## config.mk

```make
export PLATFORM = sky130hd
export DESIGN_NAME = spi_slave_flat
export DESIGN_NICKNAME = d
export VERILOG_FILES = /design/src/rtl/spi_pkg.sv /design/src/rtl/spi_slave_if.sv /design/src/rtl/spi_sync.sv /design/src/rtl/spi_slave.sv /design/src/flat_wrapper.sv
export SDC_FILE = /design/constraint.sdc
export NUM_CORES = 1
export LEC_CHECK = 0
export ABC_CLOCK_PERIOD_IN_PS = 4200
export CORE_UTILIZATION = 50
export DETAILED_ROUTE_END_ITERATION = 10
export GPL_TIMING_DRIVEN = 0
export MAX_ROUTING_LAYER = met4
export PLACE_DENSITY = 0.72
export SLEW_MARGIN = 20
export SYNTH_ARGS = -nofsm -noshare
export SYNTH_HDL_FRONTEND = slang
export SYNTH_HIERARCHICAL = 1
export SYNTH_SLANG_ARGS = --single-unit
```

## constraint.sdc

```tcl
create_clock -name clk -period 4.2 [get_ports clk]
set_input_delay 0.84 -clock clk [delete_from_list [all_inputs] [get_ports clk]]
set_output_delay 0.84 -clock clk [all_outputs]
set_load 0.01 [all_outputs]
```

## src/rtl/spi_pkg.sv

```systemverilog
// rtl/spi_pkg.sv - shared types and constants for the SPI responder
package spi_pkg;

    typedef enum logic [1:0] {
        IDLE  = 2'd0,
        SHIFT = 2'd1,
        DONE  = 2'd2
    } spi_state_t;

    localparam int   SPI_M    = 9;
    localparam logic LOAD_RST = 1'b1;
    localparam logic SCLK_RST = 1'b0;
    localparam logic MOSI_RST = 1'b0;

endpackage

```

## src/rtl/spi_slave_if.sv

```systemverilog
// rtl/spi_slave_if.sv - SPI pin and word bundle; FERR present under SPI_SLAVE_FERR_EN
interface spi_slave_if #(
    parameter int m = spi_pkg::SPI_M
);
    logic         LOAD;
    logic         SCLK;
    logic         MOSI;
    logic         MISO;
    logic [m-1:0] DI;
    logic [m-1:0] DO;
    logic         DV;
    logic         BUSY;
`ifdef SPI_SLAVE_FERR_EN
    logic         FERR;

    modport slave  (input  LOAD, SCLK, MOSI, DI, output MISO, DO, DV, BUSY, FERR);
    modport master (output LOAD, SCLK, MOSI, DI, input  MISO, DO, DV, BUSY, FERR);
`else
    modport slave  (input  LOAD, SCLK, MOSI, DI, output MISO, DO, DV, BUSY);
    modport master (output LOAD, SCLK, MOSI, DI, input  MISO, DO, DV, BUSY);
`endif
endinterface

```

## src/rtl/spi_sync.sv

```systemverilog
// rtl/spi_sync.sv - NSYNC-flop synchronizer with registered rise/fall detect
module spi_sync #(
    parameter int   NSYNC   = 2,
    parameter logic RST_VAL = 1'b0
) (
    input  logic clk,
    input  logic rst_n,
    input  logic din,
    output logic level,
    output logic rise,
    output logic fall
);
    logic [NSYNC-1:0] sync_q;
    logic             prev_q;

    assign level = sync_q[NSYNC-1];

    // Edges compare the last sync stage against one further flop and are
    // registered, so an edge is reported NSYNC+1 clocks after the pin moves.
    always_ff @(posedge clk or negedge rst_n) begin
        if (!rst_n) begin
            sync_q <= {NSYNC{RST_VAL}};
            prev_q <= RST_VAL;
            rise   <= 1'b0;
            fall   <= 1'b0;
        end else begin
            sync_q <= {sync_q[NSYNC-2:0], din};
            prev_q <= sync_q[NSYNC-1];
            rise   <= sync_q[NSYNC-1] & ~prev_q;
            fall   <= ~sync_q[NSYNC-1] & prev_q;
        end
    end
endmodule

```

## src/rtl/spi_slave.sv

```systemverilog
// rtl/spi_slave.sv - oversampling SPI responder, MSB first; SPI_SLAVE_FERR_EN adds FERR
module spi_slave
    import spi_pkg::*;
#(
    parameter int m     = SPI_M,
    parameter int NSYNC = 2
) (
    input  logic       clk,
    input  logic       rst_n,
    spi_slave_if.slave bus
);
    localparam int CW = $clog2(m + 1);

    logic load_level, load_rise, load_fall;
    logic sclk_level, sclk_rise, sclk_fall;
    logic mosi_level, mosi_rise, mosi_fall;
    logic sync_unused;

    spi_sync #(.NSYNC(NSYNC), .RST_VAL(LOAD_RST)) u_load (
        .clk(clk), .rst_n(rst_n), .din(bus.LOAD),
        .level(load_level), .rise(load_rise), .fall(load_fall));
    spi_sync #(.NSYNC(NSYNC), .RST_VAL(SCLK_RST)) u_sclk (
        .clk(clk), .rst_n(rst_n), .din(bus.SCLK),
        .level(sclk_level), .rise(sclk_rise), .fall(sclk_fall));
    spi_sync #(.NSYNC(NSYNC), .RST_VAL(MOSI_RST)) u_mosi (
        .clk(clk), .rst_n(rst_n), .din(bus.MOSI),
        .level(mosi_level), .rise(mosi_rise), .fall(mosi_fall));

    assign sync_unused = load_level ^ sclk_level ^ mosi_rise ^ mosi_fall;

    spi_state_t    state_q, state_d;
    logic [m-1:0]  rx_q, rx_d, tx_q, tx_d, do_q, do_d;
    logic [CW-1:0] cnt_q, cnt_d;
    logic          miso_q, miso_d, dv_q, dv_d;
    logic          frame_err;

    always_comb begin
        state_d   = state_q;
        rx_d      = rx_q;
        tx_d      = tx_q;
        cnt_d     = cnt_q;
        do_d      = do_q;
        miso_d    = miso_q;
        dv_d      = 1'b0;
        frame_err = 1'b0;
        case (state_q)
            IDLE: begin
                if (load_fall) begin
                    tx_d    = bus.DI;
                    miso_d  = bus.DI[m-1];
                    cnt_d   = '0;
                    state_d = SHIFT;
                end
            end
            SHIFT: begin
                // LOAD rise beats a coincident SCLK rise; the partial word is dropped.
                if (load_rise) begin
                    frame_err = 1'b1;
                    state_d   = IDLE;
                end else if (sclk_rise) begin
                    rx_d  = (rx_q << 1) | {{(m-1){1'b0}}, mosi_level};
                    cnt_d = cnt_q + 1'b1;
                    if (cnt_q == CW'(m - 1)) begin
                        do_d    = rx_d;
                        dv_d    = 1'b1;
                        state_d = DONE;
                    end
                end else if (sclk_fall) begin
                    tx_d   = tx_q << 1;
                    miso_d = tx_q[m-2];
                end
            end
            DONE: begin
                if (load_rise) begin
                    state_d = IDLE;
                end else if (sclk_rise) begin
                    frame_err = 1'b1;
                end
            end
            default: state_d = IDLE;
        endcase
    end

    always_ff @(posedge clk or negedge rst_n) begin
        if (!rst_n) begin
            state_q <= IDLE;
            rx_q    <= '0;
            tx_q    <= '0;
            cnt_q   <= '0;
            do_q    <= '0;
            miso_q  <= 1'b0;
            dv_q    <= 1'b0;
        end else begin
            state_q <= state_d;
            rx_q    <= rx_d;
            tx_q    <= tx_d;
            cnt_q   <= cnt_d;
            do_q    <= do_d;
            miso_q  <= miso_d;
            dv_q    <= dv_d;
        end
    end

    assign bus.MISO = miso_q;
    assign bus.DO   = do_q;
    assign bus.DV   = dv_q;
    assign bus.BUSY = (state_q != IDLE);

`ifdef SPI_SLAVE_FERR_EN
    logic ferr_q;

    always_ff @(posedge clk or negedge rst_n) begin
        if (!rst_n) ferr_q <= 1'b0;
        else        ferr_q <= frame_err;
    end

    assign bus.FERR = ferr_q;
`else
    logic ferr_unused;
    assign ferr_unused = frame_err;
`endif
endmodule

```

## src/flat_wrapper.sv

```systemverilog
// flat-port wrapper written by rule: the top's interface ports become plain ports
module spi_slave_flat import spi_pkg::*;
#(
    parameter int m     = SPI_M,
    parameter int NSYNC = 2
)
  (clk, rst_n, bus_LOAD, bus_SCLK, bus_MOSI, bus_DI, bus_MISO, bus_DO, bus_DV, bus_BUSY);
  spi_slave_if #(.m(m)) bus_i ();
  input  logic clk;
  input  logic rst_n;
  input wire logic [$bits(bus_i.LOAD)-1:0] bus_LOAD;
  input wire logic [$bits(bus_i.SCLK)-1:0] bus_SCLK;
  input wire logic [$bits(bus_i.MOSI)-1:0] bus_MOSI;
  input wire logic [$bits(bus_i.DI)-1:0] bus_DI;
  output wire logic [$bits(bus_i.MISO)-1:0] bus_MISO;
  output wire logic [$bits(bus_i.DO)-1:0] bus_DO;
  output wire logic [$bits(bus_i.DV)-1:0] bus_DV;
  output wire logic [$bits(bus_i.BUSY)-1:0] bus_BUSY;
  assign bus_i.LOAD = bus_LOAD;
  assign bus_i.SCLK = bus_SCLK;
  assign bus_i.MOSI = bus_MOSI;
  assign bus_i.DI = bus_DI;
  assign bus_MISO = bus_i.MISO;
  assign bus_DO = bus_i.DO;
  assign bus_DV = bus_i.DV;
  assign bus_BUSY = bus_i.BUSY;
  spi_slave #(.m(m), .NSYNC(NSYNC)) u_core (.clk(clk), .rst_n(rst_n), .bus(bus_i));
endmodule
```

Word-level counts from Yosys, hierarchy flattened
Index checks and enable logic that the tools add are counted.
{"block": "classes", "add_sub_neg": 1, "reduce_logical": 8, "n_bitwise": 10, "n_eq_ne": 11, "mux": 24}
{"op": "8-bit 2-to-1 mux", "count": 4}
{"op": "8-bit case mux with 2 select lines", "count": 1}
{"op": "4-bit 2-to-1 mux", "count": 3}
{"op": "2-bit != test, second input constant", "count": 6}
{"op": "4-bit AND reduction", "count": 3}
{"op": "2-bit 2-to-1 mux", "count": 5}
{"op": "9-bit by 1-bit OR with 9-bit output", "count": 1}
{"op": "1-bit 2-to-1 mux", "count": 8}
{"op": "4-bit case mux with 2 select lines", "count": 1}
{"op": "2-bit case mux with 3 select lines", "count": 1}
{"op": "1-bit NOT", "count": 5}
{"op": "5-bit AND reduction", "count": 1}
{"op": "4-bit by 1-bit adder with 4-bit output, second input constant", "count": 1}
{"op": "1-bit bitwise AND", "count": 4}
{"op": "4-bit equality test, second input constant", "count": 1}
{"op": "2-bit nonzero test", "count": 2}
{"op": "3-bit by 2-bit != test with 1-bit output, second input constant", "count": 1}
{"op": "3-bit != test, second input constant", "count": 1}
{"op": "3-bit AND reduction", "count": 1}
{"op": "2-bit by 1-bit equality test with 1-bit output, second input constant", "count": 1}
{"op": "2-bit equality test, second input constant", "count": 1}
{"op": "2-bit logical NOT", "count": 1}
{"op": "1-bit case mux with 2 select lines", "count": 1}
{"block": "totals", "in_bits": 14, "ff_bits": 45, "output_inout_bits": 12}

Logic depth before layout (Yosys ltp)
{"block": "logic_depth", "depth_word": 5, "mapped_depth": 6}

By module
Netlist, hierarchy kept.
{"mod": "spi_slave", "n_inst": 1, "seq_area_each_um2": 825.8, "cells_each": 123, "area_each_um2": 1430.1}
{"mod": "spi_sync (u_core.u_mosi ...)", "n_inst": 2, "seq_area_each_um2": 125.1, "cells_each": 7, "area_each_um2": 140.1}
{"mod": "spi_sync (u_core.u_load)", "n_inst": 1, "seq_area_each_um2": 128.9, "cells_each": 7, "area_each_um2": 143.9}

Worst setup path after synthesis
OpenSTA, ideal clock, no wires.
{"block": "synth_path", "path_type": "flip-flop to output port", "from": "register u_core.state_q[0]", "to": "output port bus_BUSY", "t_arrival_ns": 0.812, "n_path_buf": 1, "slack_ns": 2.548, "required_ns": 3.360, "stages_incl_launch_ff": 3, "cell_sequence": "dfrtp_1 -> buf_4 -> or2_2"}
{"block": "synth_via", "elab_chain_cells": 1}
{"element": "start: declaration", "line_no": "spi_slave.sv:31", "source": "spi_state_t state_q, state_d;"}
{"element": "start signal: assignment", "line_no": "spi_slave.sv:94", "source": "state_q <= state_d;"}
{"element": "2-bit nonzero test", "line_no": "spi_slave.sv:107", "source": "assign bus.BUSY = (state_q != IDLE);"}
{"element": "end: declaration", "line_no": "flat_wrapper.sv:18", "source": "output wire logic [$bits(bus_i.BUSY)-1:0] bus_BUSY;"}
No other way between the ends.

Final worst setup path
Ends and elaborated chain as after synthesis.

==> key figures <==
Synth
  – Post-Syn Nets: around 160
  – Syn_area_per_cell: approximately 13 sq um
  – Yosys warns: 6
  – Synth Cell Area: 1760 sq um
  – Synth Instances: 139

Worst setup path
  – Setup crit start kind: flop
  – Crit Path Category: flop to output pin
  – Crit path max-delay cell type: clkdlybuf4s50_1
  – Critical path's largest stage delay: 0.48 ns
  – Worst setup EP type: output pin
  – WP data required: ~3.4 ns
  – Worst EP arrival: 1.67 ns
  – CP Max Fanout: 10
  – Critical path cell sequence: buf_4 > or2_2 > clkdlybuf4s50_1

Drt
  – Vias/cell: between 5 and 6
  – DRC violations left: 0
  – Vias: around 1.1k
  – DRC marker count from the first detailed-route iteration: 29
  – Drt total wl: 2.84 mm
  – WL per Instance: 13.0 microns
  – Pre-Repair DR Iteration Count: 4
  – Post-route antenna net violation count: 0

GRT
  – Global route overflow: 0
  – Vias in the first global route: 1088
  – Largest net degree at the start of global routing: 24
  – First-pass GRT wire length: 4.53 mm
  – Gr usage total: 0.178
  – Initial antenna violation count: 0

Clock network
  – Clk_lat worst skew: 0.34 ns
  – Clock slew at reported path FFs: 0.12 ns
  – # H-tree levels: 2
  – CTS tree: built
  – Inserted Clock Buffers: 5
  – Post CTS Setup Buffer Count: 0
  – Post_cts resized: 0
  – CTS root buffer: clkbuf_4
  – Clock Tree Buf Depth: 2
  – Hold-fix buffer count after cts: 0
  – CTS sink count: between 40 and 50

Placed design
  – PortBufs: 25
  – Post-DP HPWL: roughly 2 mm
  – Place WS: around 2.1 ns
  – RePlAce Congestion: 0.813

STA
  – Setup Skew: 0.00557 ns
  – Slew Limit Headroom: 0.290
  – RSZ-0062 raised after global routing: no
  – Max Fclk: 398 MHz
  – Worst-margin pin slew: 1.06 ns
  – Period utilization: 0.598
  – Setup TNS: 0 ns
  – Final Max Slew Viols: 0
  – Final hold violations: 0
  – Final WS setup: around 1.7 ns
  – Minimum clock period after layout: 2.51 ns
  – Setup Viol. Count Final: 0

Final layout
  – P&R area growth vs syn: 22.4%
  – Ant. Diodes: 0
  – Filler Cell Count: about 280
  – Most common cell after layout, fill and taps aside: dfrtp_1
  – Layout cell share with drive strength beyond 1: 0.185
  – Commonest non-fill, non-tap cells in the layout: dfrtp_1, nand2_1, clkdlybuf4s50_1
  – Final nets: approximately 190

Floorplanning
  – DIE AREA: 3770 sq um
  – Row cnt: 21
  – Initial Utilization: 0.525
  – Die Width: 61.4 microns
  – CORE AREA: 3360 sq um
  – DIE HEIGHT: 61.4 microns
  – I/O pin total: 26

Power
  – Leakage power: a little under 0.001 uW
  – PD cells: 412 nW/um^2
  – Maximum vdd drop: between 0.2 and 0.3 mV

Status
  – Status: complete, no violations

Worst hold path
  – Hold WC Path Type: flop to flop

Flow run
  – MaxCap Viol Count: 0
[final timing paths]
kind | start | to | slack, ns | cells after the start
max in group asynchronous | rst_n | u_core/bus.DO[7] | 3.24 | 2
max | u_core/state_q[0] | bus_BUSY | 1.69 | 3
min reg2reg | u_core/u_sclk/sync_q[0] | u_core/u_sclk/sync_q[1] | 0.36 | 0
max reg2reg | u_core/cnt_q[0] | u_core/bus.DO[0] | 2.37 | 6
min in group asynchronous | rst_n | u_core/cnt_q[0] | 0.47 | 1
min | u_core/u_sclk/sync_q[0] | u_core/u_sclk/sync_q[1] | 0.36 | 0
[area by class of cell]
type | count | area, sq um | share of cell area
inverters | 3 | 11.3 | 0.00521
multi-input cells | 85 | 594 | 0.275
clock inverters | 2 | 13.8 | 0.00637
clock buffers | 6 | 51.3 | 0.0238
flip-flops and latches | 45 | 1130 | 0.523
plain buffers | 6 | 28.8 | 0.0133
well taps | 46 | 57.6 | 0.0267
repair buffers | 26 | 273 | 0.126
[metal layers]
metal	up-vias	part of all wire	global-route usage
li1	546	-	-
met1	547	0.45	0.195
met2	32	0.49	0.301
met3	5	0.045	0.0462
met4	0	0.017	0.0857
met5	-	0	-
[state kept, by name (all words and copies together), names as in the netlist]
name / cells
u_core/bus.DO: 9
u_core/rx_q: 8
u_core/tx_q: 8
u_core/cnt_q: 4
u_core/state_q: 2
u_core/u_load/sync_q: 2
u_core/u_mosi/sync_q: 2
u_core/u_sclk/sync_q: 2
u_core/bus.DV: 1
u_core/bus.MISO: 1
u_core/u_load/fall: 1
u_core/u_load/prev_q: 1
u_core/u_load/rise: 1
u_core/u_sclk/fall: 1
u_core/u_sclk/prev_q: 1
u_core/u_sclk/rise: 1
[power breakdown]
| group | leakage, uW | switching (uW) | internal (uW) |
|---|---|---|---|
| registers | 0.000569 | 43.6 | 499 |
| logic | 0.000379 | 60.7 | 76.1 |
| clock network | 0.0000382 | 129 | 81.8 |
[through the flow]
stage	power (uW)	util	hold WS (ns)	cell area (sq um)	std cells
after floorplan	628	-	0.331	1760	139
final	890	0.642	0.362	2160	219
after detailed placement	688	0.623	0.335	2090	211
after global routing	947	0.642	0.368	2160	219
after CTS	905	0.642	0.365	2160	219
after global placement	678	0.616	0.333	2070	210
[worst max-delay path: cells and delay by family (launching register included)]
family	cells	cell delay (ns)
DFF	1	0.40
and+or+nand+nor	1	0.29
buffers and inverters	2	0.65
(Power assumes the default switching activity.)
==> RTL change: new RTL, same flow settings <==
The 3 states of `spi_state_t` get a one-hot encoding in 3 bits.
--- a/src/rtl/spi_pkg.sv
+++ b/src/rtl/spi_pkg.sv
@@ -1,10 +1,10 @@
 // rtl/spi_pkg.sv - shared types and constants for the SPI responder
 package spi_pkg;
 
-    typedef enum logic [1:0] {
-        IDLE  = 2'd0,
-        SHIFT = 2'd1,
-        DONE  = 2'd2
+    typedef enum logic [2:0] {
+        IDLE  = 3'b001,
+        SHIFT = 3'b010,
+        DONE  = 3'b100
     } spi_state_t;
 
     localparam int   SPI_M    = 9;
Check against the original RTL: same outputs for any inputs over 10 cycles, from zero or initial values and one cycle with rst_n low; not proved beyond that.
==> RTL change against the original RTL <==
Sequential cell count up 1. Routed wire length up 0.56%. Cell area up 7.0%. Total power up 1.0%. Core utilization up 2.4 points. Worst setup slack better by 180 ps. Area after synthesis up 6.2%. Global-route usage down 0.86 points. Sequential share of layout area down 2.3 points. Largest power group unchanged. Critical endpoint unchanged. Sequential power down 8.3%. Die area up 6.0%. Synthesized cell count down 9.4%.
==> RTL change: results (changes against the original RTL) <==
FMAX: 0.428 GHz (was 0.398 GHz)
Setup WS pre-CTS: 2180 ps (was 2070 ps)
Nets: 175 (was 188)
syn nets: 142 (was 155)
largest net degree at the start of global routing: 26 (was 24)
met2 WL: 1420 um (was 1390 um)
vias in the first global route: 1089 (was 1088)
Crit path arrival time: 1490 ps (was 1670 ps)
drt wl/cell: 13.9 um (was 13.0 um)
wl on met1: 1250 um (was 1280 um)
area of placed instances: 0.00220 mm^2 (was 0.00209 mm^2)
Clock Latency Late Sink: 290 ps (was 340 ps)
R2R depth: 4 (was 6)
clock network power: 0.316 mW (was 0.211 mW)
total track usage: 16.9% (was 17.8%)
clock skew: 2.96 ps (was 5.57 ps)
GRT met1 Usage: 20.4% (was 19.5%)
total CTS buffers: 5 (unchanged)
routed wl met3: 161 um (was 129 um)
Leak: 1.03 nW (was 0.986 nW)
VDD IR-drop max: 0.288 mV (was 0.296 mV)
start point of the critical path: u_core/state_q[0] (unchanged)
gpl congestion: 0.766 (was 0.813)
Vias/cell: 5.27 (was 5.16)
slew of the pin with the lowest slew margin: 627 ps (was 1060 ps)
Post-Synthesis Cells: 126 (was 139)
worst reg2reg startpoint: u_core/state_q[2] (was u_core/cnt_q[0])
CTS root buffer: clkbuf_8 (was clkbuf_4)
drt total wl: 2860 um (was 2840 um)
met2 GRT Util: 27.0% (was 30.1%)
DP Wirelength: 1950 um (was 1990 um)
FF-to-FF setup slack: 2310 ps (was 2370 ps)
run status: finished, final reports clean (unchanged)
DRT iter0 DRCs: 14 (was 29)
CP max FO: 9 (was 10)
Antenna diodes: 0 (unchanged)
Max stage delay cell, worst path: dfstp_2 (was clkdlybuf4s50_1)
Clock Pin Slew Worst Setup and Hold Paths: 80 ps (was 120 ps)
placed cells: 198 (was 211)
met3 Usage GRT: 5.07% (was 4.62%)
Reg power frac: 55.2% (was 60.9%)
first-pass GRT wire length: 4970 um (was 4530 um)
Switching Power: 0.188 mW (was 0.234 mW)
layout cells sized above 1: 33.8% (was 18.5%)
worst flop-to-flop path endpoint: u_core/tx_q[1] (was u_core/bus.DO[0])
RTL change: stage by stage:
stage	utilization (%)	hold slack (ps)	power, mW
5_1_grt	66.6	363	0.940
2_1_floorplan	-	331	0.551
3_3_place_gp	62.9	334	0.587
3_5_place_dp	63.6	339	0.595
6_report	66.6	353	0.900
4_1_cts	66.6	358	0.912
RTL change: worst register-to-register path: cells and delay by family (launching register included):
| kind | cells | cell delay [ps] |
|---|---|---|
| and+or+nand+nor | 1 | 560 |
| muxes | 1 | 380 |
| DFF | 1 | 380 |
| buffers and inverters | 1 | 140 |
| AOI/OAI and AO/OA | 1 | 320 |
RTL change: final cells by class:
| class | instances | area (um^2) |
|---|---|---|
| repair buffers | 26 | 273 |
| well taps | 46 | 57.6 |
| inverters | 4 | 15.0 |
| plain buffers | 3 | 23.8 |
| fillers | 270 | 1160 |
| multi-input cells | 73 | 679 |
| clock inverters | 1 | 30.0 |
| clock buffers | 7 | 76.3 |
| flip-flops and latches | 46 | 1160 |
